$ cat src/rtl/fifo_flagged.sv
// Single-clock FIFO with fill level, programmable almost-full/almost-empty thresholds,
// synchronous flush, sticky overflow/underflow flags and an optional registered read port.
module fifo_flagged #(
  parameter int unsigned WIDTH     = 32,
  parameter int unsigned WIDTHAD   = 4,
  parameter int unsigned AFULL_TH  = 2**WIDTHAD - 2,
  parameter int unsigned AEMPTY_TH = 2,
  parameter int unsigned Q_REG     = 0
) (
  input  logic               CLK,
  input  logic               RST,
  input  logic [WIDTH-1:0]   D,
  input  logic               WR,
  input  logic               RD,
  input  logic               FLUSH,
  input  logic               CLR_ERR,
  output logic [WIDTH-1:0]   Q,
  output logic [WIDTHAD:0]   CNT,
  output logic               FULL,
  output logic               EMPTY,
  output logic               AFULL,
  output logic               AEMPTY,
  output logic               OVF,
  output logic               UDF
);

  localparam int unsigned NUMWORDS = 2**WIDTHAD;

  if (WIDTH < 1 || WIDTHAD < 1 || AFULL_TH < 1 || AFULL_TH > NUMWORDS ||
      AEMPTY_TH > NUMWORDS - 1 || Q_REG > 1) begin : g_param_check
    $error("fifo_flagged: illegal parameter value");
  end

  localparam logic [WIDTHAD:0] LvlFull   = (WIDTHAD+1)'(NUMWORDS);
  localparam logic [WIDTHAD:0] LvlAfull  = (WIDTHAD+1)'(AFULL_TH);
  localparam logic [WIDTHAD:0] LvlAempty = (WIDTHAD+1)'(AEMPTY_TH);

  logic [WIDTH-1:0]   mem [NUMWORDS];
  logic [WIDTHAD:0]   wcnt_q, rcnt_q, cnt;
  logic [WIDTHAD-1:0] rp;
  logic               ovf_q, udf_q;
  logic               full, empty, rd_ok, wr_ok, wr_drop, rd_udf;

  always_comb begin
    cnt     = wcnt_q - rcnt_q;
    full    = (cnt == LvlFull);
    empty   = (cnt == '0);
    rp      = rcnt_q[WIDTHAD-1:0];
    rd_ok   = RD & ~empty;
    // A read accepted in the same cycle frees a slot, so a write against full streams through.
    wr_ok   = WR & (~full | rd_ok);
    wr_drop = WR & full & ~RD & ~FLUSH;
    rd_udf  = RD & empty & ~FLUSH;
  end

  always_ff @(posedge CLK) begin
    if (RST) begin
      wcnt_q <= '0;
      rcnt_q <= '0;
      ovf_q  <= 1'b0;
      udf_q  <= 1'b0;
    end else begin
      if (FLUSH) begin
        wcnt_q <= '0;
        rcnt_q <= '0;
      end else begin
        if (wr_ok) wcnt_q <= wcnt_q + 1'b1;
        if (rd_ok) rcnt_q <= rcnt_q + 1'b1;
      end
      // A new error wins over a simultaneous clear.
      ovf_q <= (ovf_q & ~CLR_ERR) | wr_drop;
      udf_q <= (udf_q & ~CLR_ERR) | rd_udf;
    end
  end

  always_ff @(posedge CLK) begin
    if (wr_ok && !FLUSH && !RST) begin
      mem[wcnt_q[WIDTHAD-1:0]] <= D;
    end
  end

  if (Q_REG == 1) begin : g_qreg
    logic [WIDTH-1:0] q_q;
    always_ff @(posedge CLK) begin
      if (RST) begin
        q_q <= '0;
      end else if (rd_ok && !FLUSH) begin
        q_q <= mem[rp];
      end
    end
    assign Q = q_q;
  end else begin : g_qcomb
    assign Q = mem[rp];
  end

  assign CNT    = cnt;
  assign FULL   = full;
  assign EMPTY  = empty;
  assign AFULL  = (cnt >= LvlAfull);
  assign AEMPTY = (cnt <= LvlAempty);
  assign OVF    = ovf_q;
  assign UDF    = udf_q;

endmodule

$ cat config.mk
export PLATFORM = sky130hd
export DESIGN_NAME = fifo_flagged
export DESIGN_NICKNAME = d
export VERILOG_FILES = /design/src/rtl/fifo_flagged.sv
export SDC_FILE = /design/constraint.sdc
export NUM_CORES = 1
export LEC_CHECK = 0
export ABC_AREA = 1
export CORE_MARGIN = 1
export CORE_UTILIZATION = 30
export CTS_CLUSTER_SIZE = 28
export DETAILED_ROUTE_END_ITERATION = 12
export PLACE_DENSITY = 0.54
export RECOVER_POWER = 25
export SYNTH_ARGS = -nofsm -noshare
export SYNTH_HDL_FRONTEND = slang
export SYNTH_SLANG_ARGS = --single-unit
$ cat constraint.sdc
create_clock -name CLK -period 6.1 [get_ports CLK]
set_clock_uncertainty 0.15 [all_clocks]
set_input_delay 1.525 -clock CLK [delete_from_list [all_inputs] [get_ports CLK]]
set_output_delay 1.525 -clock CLK [all_outputs]
set_load 0.005 [all_outputs]
==> results of run 1 <==
[worst max-delay path, cell delays in order, from the launching register on]
cell             delay [ps]
dfxtp_4                 880
inv_4                   530
buf_4                   510
o211ai_1                290
nand3_1                 110
nand2_1                 140
clkdlybuf4s50_1         530
[kinds of logic (layout without fill, tap and decap cells)]
kind of cell             Yosys count  after routing  synth area share (%)
AO/OA/AOI/OAI                    427            427                  11.5
XOR/XNOR                           9              9                 0.400
adder cells (fa/ha/maj)           10             10                 0.615
buffers and inverters            247            360                  5.53
flip-flops                       528            528                  72.7
multiplexers                     128            128                  5.94
AND/OR/NAND/NOR                  141            141                  3.32
[flip-flops by register name (all words and copies together), names as in the netlist, named ones only]
name	flops
mem	512
wcnt_q	5
rcnt_q	5
OVF	1
UDF	1
[worst min path at each step]
stage | startpoint | to | slack (ps) | cells past startpoint
finish | UDF | UDF | 350 | 2
global route | UDF | UDF | 390 | 2
CTS | UDF | UDF | 360 | 2
detailed placement | OVF | OVF | 340 | 2
global placement | OVF | OVF | 330 | 2
floorplan | rcnt_q[3] | flop | 320 | 2
[final cells by class]
cell class	count	share of cell area (%)
Clock inverter	26	0.698
Clock buffer	69	5.73
Timing Repair Buffer	112	4.38
Multi-Input combinational cell	715	19.2
Tap cell	940	4.72
Sequential cell	528	63.0
Inverter	153	2.31
[power groups by stage]
stage | registers, mW | logic (mW) | clock network [mW]
3_3_place_gp | 4.10 | 0.684 | 0
5_1_grt | 4.02 | 0.754 | 3.25
6_report | 4.02 | 0.680 | 3.05
4_1_cts | 4.02 | 0.695 | 3.13
2_1_floorplan | 4.07 | 0.446 | 0
3_5_place_dp | 4.10 | 0.691 | 0
[layer usage]
metal | part of all wire, % | wire length, µm | global-route usage, % | vias to the layer above
li1 | - | - | - | 5718
met3 | 4.5 | 2280 | 2.26 | 72
met4 | 1.9 | 951 | 3.49 | 0
met2 | 46 | 23200 | 21.7 | 272
met1 | 47 | 23800 | 19.4 | 6014
met5 | 0 | 0 | 0 | -
[cell usage after synthesis (all sizes together)]
| library cell | count |
|---|---|
| a21oi | 138 |
| buf | 46 |
| clkbuf | 48 |
| clkinv | 1 |
| dfxtp | 16 |
| edfxtp | 512 |
| fa | 1 |
| ha | 9 |
| inv | 152 |
| mux2i | 128 |
| nand2 | 60 |
| nand3 | 52 |
| nand3b | 1 |
| nand4 | 1 |
| nor2 | 11 |
| nor3 | 16 |
| o211ai | 128 |
| o21ai | 159 |
| o31ai | 2 |
| xnor2 | 4 |
| xor2 | 5 |
==> impl_metrics.py, run 1 <==
metrics = {
    "place": {
        "dp_slack_ps": 1350,
        "hpwl_um": 27100,
        "port_buffers": 80,
        "placedCellCount": 2448,
        "place.gp.congestion": 0.711,
        "dpl_cell_area_um2": 23300,
    },
    "worst_setup_path": {
        "crit_required_ps": 4430,
        "r2r-start": "wcnt_q[0]",
        "r2r_cells": 10,
        "start_kind": "flop",
        "cp-endpoint": "Q[6]",
        "critical_path_class": "flop to primary output",
        "reg2reg_to": "mem[15][12]",
        "worstPathMaxFanout": 81,
        "r2r_setup_slack_ps": 2320,
        "setup.worst_path.end_class": "primary output",
        "critPathArrivalTime_ps": 3620,
    },
    "floorplanning": {
        "core-area_um2": 70600,
        "initial_core_util_pct": 30.6,
        "die_x_um": 270,
        "placement_rows": 97,
        "die-area_um2": 73000,
        "fp.dieH_um": 270,
        "io_pins": 81,
    },
    "worst_hold_path": {
        "hold_class": "flop to flop",
    },
    "final_layout": {
        "fillers": 6788,
        "final_common_cell": "edfxtp_1",
        "antennaDiodeCount": 0,
        "multi_input_area_um2": 4780,
        "nets": 1611,
        "drive_above_1_share_pct": 8.61,
        "instances_no_fill": 2543,
        "utilization_pct": 35.3,
        "most-common-layout-cells": "edfxtp_1, inv_1, a21oi_1",
        "seq_area_um2": 15700,
        "design_area_um2": 24900,
        "syn2layout_area_growth_pct": 15.5,
    },
    "clocking": {
        "cts_tree": "built",
        "post-cts-setup-buffers": 0,
        "cts-root-buf": "clkbuf_16",
        "clkLatencyLatePin_ps": 590,
        "cts_hold_buffers": 0,
        "max-clock-path-buffers": 3,
        "clk_pin_slew_ps": 60,
        "ctsResizeCount": 0,
        "cts_buffers": 53,
        "cts.htree.levels": 2,
        "cts.sinks": 528,
    },
    "timing": {
        "holdWs_ps": 352,
        "period_share_pct": 86.8,
        "clock.fmax_mhz": 189,
        "finalSetupTns_ps": 0,
        "report.final.setup_viol": 0,
        "min_period_ps": 5300,
        "hold_viol_final": 0,
        "setup_ws_ps": 804,
        "worst_pin_slew_ps": 1140,
        "maxSlewHeadroom_pct": 24.0,
        "rsz0062_at_grt": "no",
        "slew_violations": 0,
    },
    "power": {
        "cell_internal_pwr_mw": 6.00,
        "sequentialPowerShare_pct": 51.9,
        "ir_worst_vdd_v": 0.000206,
        "clkPwrFrac_pct": 39.3,
        "pwr_density_cell_nw_per_um2": 311,
        "power_switching_mw": 1.75,
        "p_sw_share_pct": 22.6,
        "p_total_mw": 7.75,
        "combPwrFrac_pct": 8.8,
        "p_leak_nw": 7.95,
    },
    "global_route": {
        "grt_use_total_pct": 13.7,
        "grt_start_max_net_pins": 95,
        "antenna_found_initial": 1,
        "grt_pass1_vias": 12000,
        "gr-total-overflow": 0,
        "grt_pass1_wl_um": 76100,
    },
    "yosys": {
        "syn_nets": 1538,
        "post_synth_num_cell_types": 37,
        "ys_ff_latch": 528,
        "syn_area_um2": 21600,
        "syn_inst": 1490,
        "synth_top_area_share_pct": 71.2,
        "yosys_warnings": 0,
        "synth_area_leaders": "edfxtp_1, mux2i_1, o211ai_1, a21oi_1, o21ai_0",
        "seq_area_frac_synth_pct": 72.7,
        "syn_avg_cell_area_um2": 14.5,
        "synth_top_area_cell": "edfxtp_1",
    },
    "drt": {
        "antenna_left": 0,
        "finalWirelength_um": 50300,
        "drtIter0Drc": 967,
        "wl_per_cell_um": 19.8,
        "vias_per_cell": 4.75,
        "drc": 0,
        "dr.pass1.iters": 7,
        "vias": 12100,
    },
    "run_status": {
        "status": "completed",
    },
    "run": {
        "drv_cap": 0,
    },
}
(Power assumes the default switching activity.)
==> inputs of run 2 (changes only) <==
--- a/config.mk
+++ b/config.mk
@@ -10,6 +10,7 @@
 export CORE_UTILIZATION = 30
 export CTS_CLUSTER_SIZE = 28
 export DETAILED_ROUTE_END_ITERATION = 12
+export GPL_TIMING_DRIVEN = 0
 export PLACE_DENSITY = 0.54
 export RECOVER_POWER = 25
 export SYNTH_ARGS = -nofsm -noshare
==> impl_metrics.py, run 2 (synthesis results as in run 1) <==
metrics = {
    "power": {
        "sequentialPowerShare_pct": 49.6,
        "ir_worst_vdd_v": 0.000201,
        "p_sw_share_pct": 23.2,
        "cell_internal_pwr_mw": 6.20,
        "combPwrFrac_pct": 10.2,
        "p_leak_nw": 8.49,
        "pwr_density_cell_nw_per_um2": 309,
        "power_switching_mw": 1.87,
        "clkPwrFrac_pct": 40.2,
    },
    "clocking": {
        "ctsResizeCount": 0,
        "clk_pin_slew_ps": 60,
        "cts.sinks": 528,
        "cts_tree": "built",
        "post-cts-setup-buffers": 0,
        "cts.htree.levels": 2,
        "cts_hold_buffers": 0,
        "clkLatencyLatePin_ps": 600,
        "cts_buffers": 54,
        "max-clock-path-buffers": 3,
        "cts-root-buf": "clkbuf_16",
    },
    "global_route": {
        "grt_use_total_pct": 17.1,
        "grt_start_max_net_pins": 20,
        "gr-total-overflow": 0,
        "grt_pass1_wl_um": 90000,
        "grt_pass1_vias": 13100,
        "antenna_found_initial": 2,
    },
    "final_layout": {
        "fillers": 6669,
        "nets": 1729,
        "multi_input_area_um2": 4780,
        "most-common-layout-cells": "edfxtp_1, inv_1, a21oi_1",
        "largest_register_ffs": 512,
        "syn2layout_area_growth_pct": 20.8,
        "drive_above_1_share_pct": 11.8,
        "final_common_cell": "edfxtp_1",
        "seq_area_um2": 15700,
    },
    "floorplanning": {
        "core-area_um2": 70600,
        "placement_rows": 97,
        "fp.dieH_um": 270,
        "die_x_um": 270,
        "die-area_um2": 73000,
        "initial_core_util_pct": 30.6,
        "io_pins": 81,
    },
    "worst_setup_path": {
        "critical_path_class": "flop to primary output",
        "critPathArrivalTime_ps": 3540,
        "setup.worst_path.end_class": "primary output",
        "worstPathMaxFanout": 10,
        "crit_required_ps": 4430,
        "start_kind": "flop",
    },
    "run_status": {
        "status": "completed",
    },
    "drt": {
        "dr.pass1.iters": 5,
        "wl_per_cell_um": 23.6,
        "drtIter0Drc": 1313,
        "drc": 0,
        "vias_per_cell": 4.91,
        "vias": 13100,
        "antenna_left": 0,
        "finalWirelength_um": 62700,
    },
    "timing": {
        "maxSlewHeadroom_pct": 26.4,
        "slew_violations": 0,
        "holdWs_ps": 358,
        "report.final.setup_viol": 0,
        "worst_pin_slew_ps": 1100,
        "min_period_ps": 5210,
        "hold_viol_final": 0,
        "clock.fmax_mhz": 192,
        "setup_ws_ps": 885,
        "rsz0062_at_grt": "no",
        "period_share_pct": 85.5,
    },
    "place": {
        "port_buffers": 79,
        "place.gp.congestion": 0.784,
        "dp_slack_ps": 1460,
        "hpwl_um": 42600,
    },
    "run": {
        "drv_cap": 0,
    },
    "worst_hold_path": {
        "hold_class": "flop to flop",
    },
}
[run 2: per-stage QoR]
stage                     util (%)  area (µm²)  total power, mW  setup TNS, ps  instances
after floorplan                  -       21600             4.52              0       1490
after global placement        33.3       23500             4.89        -975300       2509
after detailed placement      34.5       24400             4.91              0       2565
after CTS                     36.9       26100             8.14              0       2657
after global routing          36.9       26100             8.32              0       2658
final                         36.9       26100             8.07              0       2658
[run 2: per-layer routing]
| layer | wire [µm] | vias up | track usage (%) |
|---|---|---|---|
| met2 | 30000 | 430 | 28.1 |
| met1 | 27500 | 6572 | 23.0 |
| met5 | 0 | - | 0 |
| met4 | 1610 | 0 | 5.26 |
| li1 | - | 5957 | - |
| met3 | 3550 | 94 | 2.76 |
[run 2: path summary, 6_finish.rpt]
path	cells past startpoint	endpoint	startpoint	slack, ps
worst max-delay path	6	Q[29]	flop	890
worst min-delay path	2	UDF	UDF	360
worst max register to register	13	mem[4][23]	wcnt_q[0]	2230
worst min register to register	2	UDF	UDF	360
[run 2: area by class of cell]
cell class                      instances  share of cell area (%)
Clock buffer                           62                    5.38
Clock inverter                         30                    1.14
Antenna cell                            1                 0.00960
Inverter                              153                    2.20
Sequential cell                       528                    60.2
Timing Repair Buffer                  135                    5.81
Buffer                                 94                    2.38
Tap cell                              940                    4.51
Multi-Input combinational cell        715                    18.3
[run 2: power by group through the flow]
stage / clock network, mW / logic, mW / registers [mW]
detailed placement: 0 / 0.832 / 4.08
global route: 3.43 / 0.893 / 4.00
floorplan: 0 / 0.446 / 4.07
CTS: 3.30 / 0.835 / 4.00
finish: 3.24 / 0.824 / 4.00
global placement: 0 / 0.814 / 4.08
[run 2: critical path, cell delays in order, from the launching register on]
cell             delay (ps)
dfxtp_1                 310
buf_2                   230
clkbuf_1                710
clkbuf_1                800
o211ai_1                220
nand2_1                 130
clkdlybuf4s50_1         530
==> inputs of run 3 (changes only) <==
--- a/config.mk
+++ b/config.mk
@@ -6,6 +6,7 @@
 export NUM_CORES = 1
 export LEC_CHECK = 0
 export ABC_AREA = 1
+export ABC_CLOCK_PERIOD_IN_PS = 6100
 export CORE_MARGIN = 1
 export CORE_UTILIZATION = 30
 export CTS_CLUSTER_SIZE = 28
==> results of run 3 <==
Final layout, timing and power as in run 2 (identical DEF).
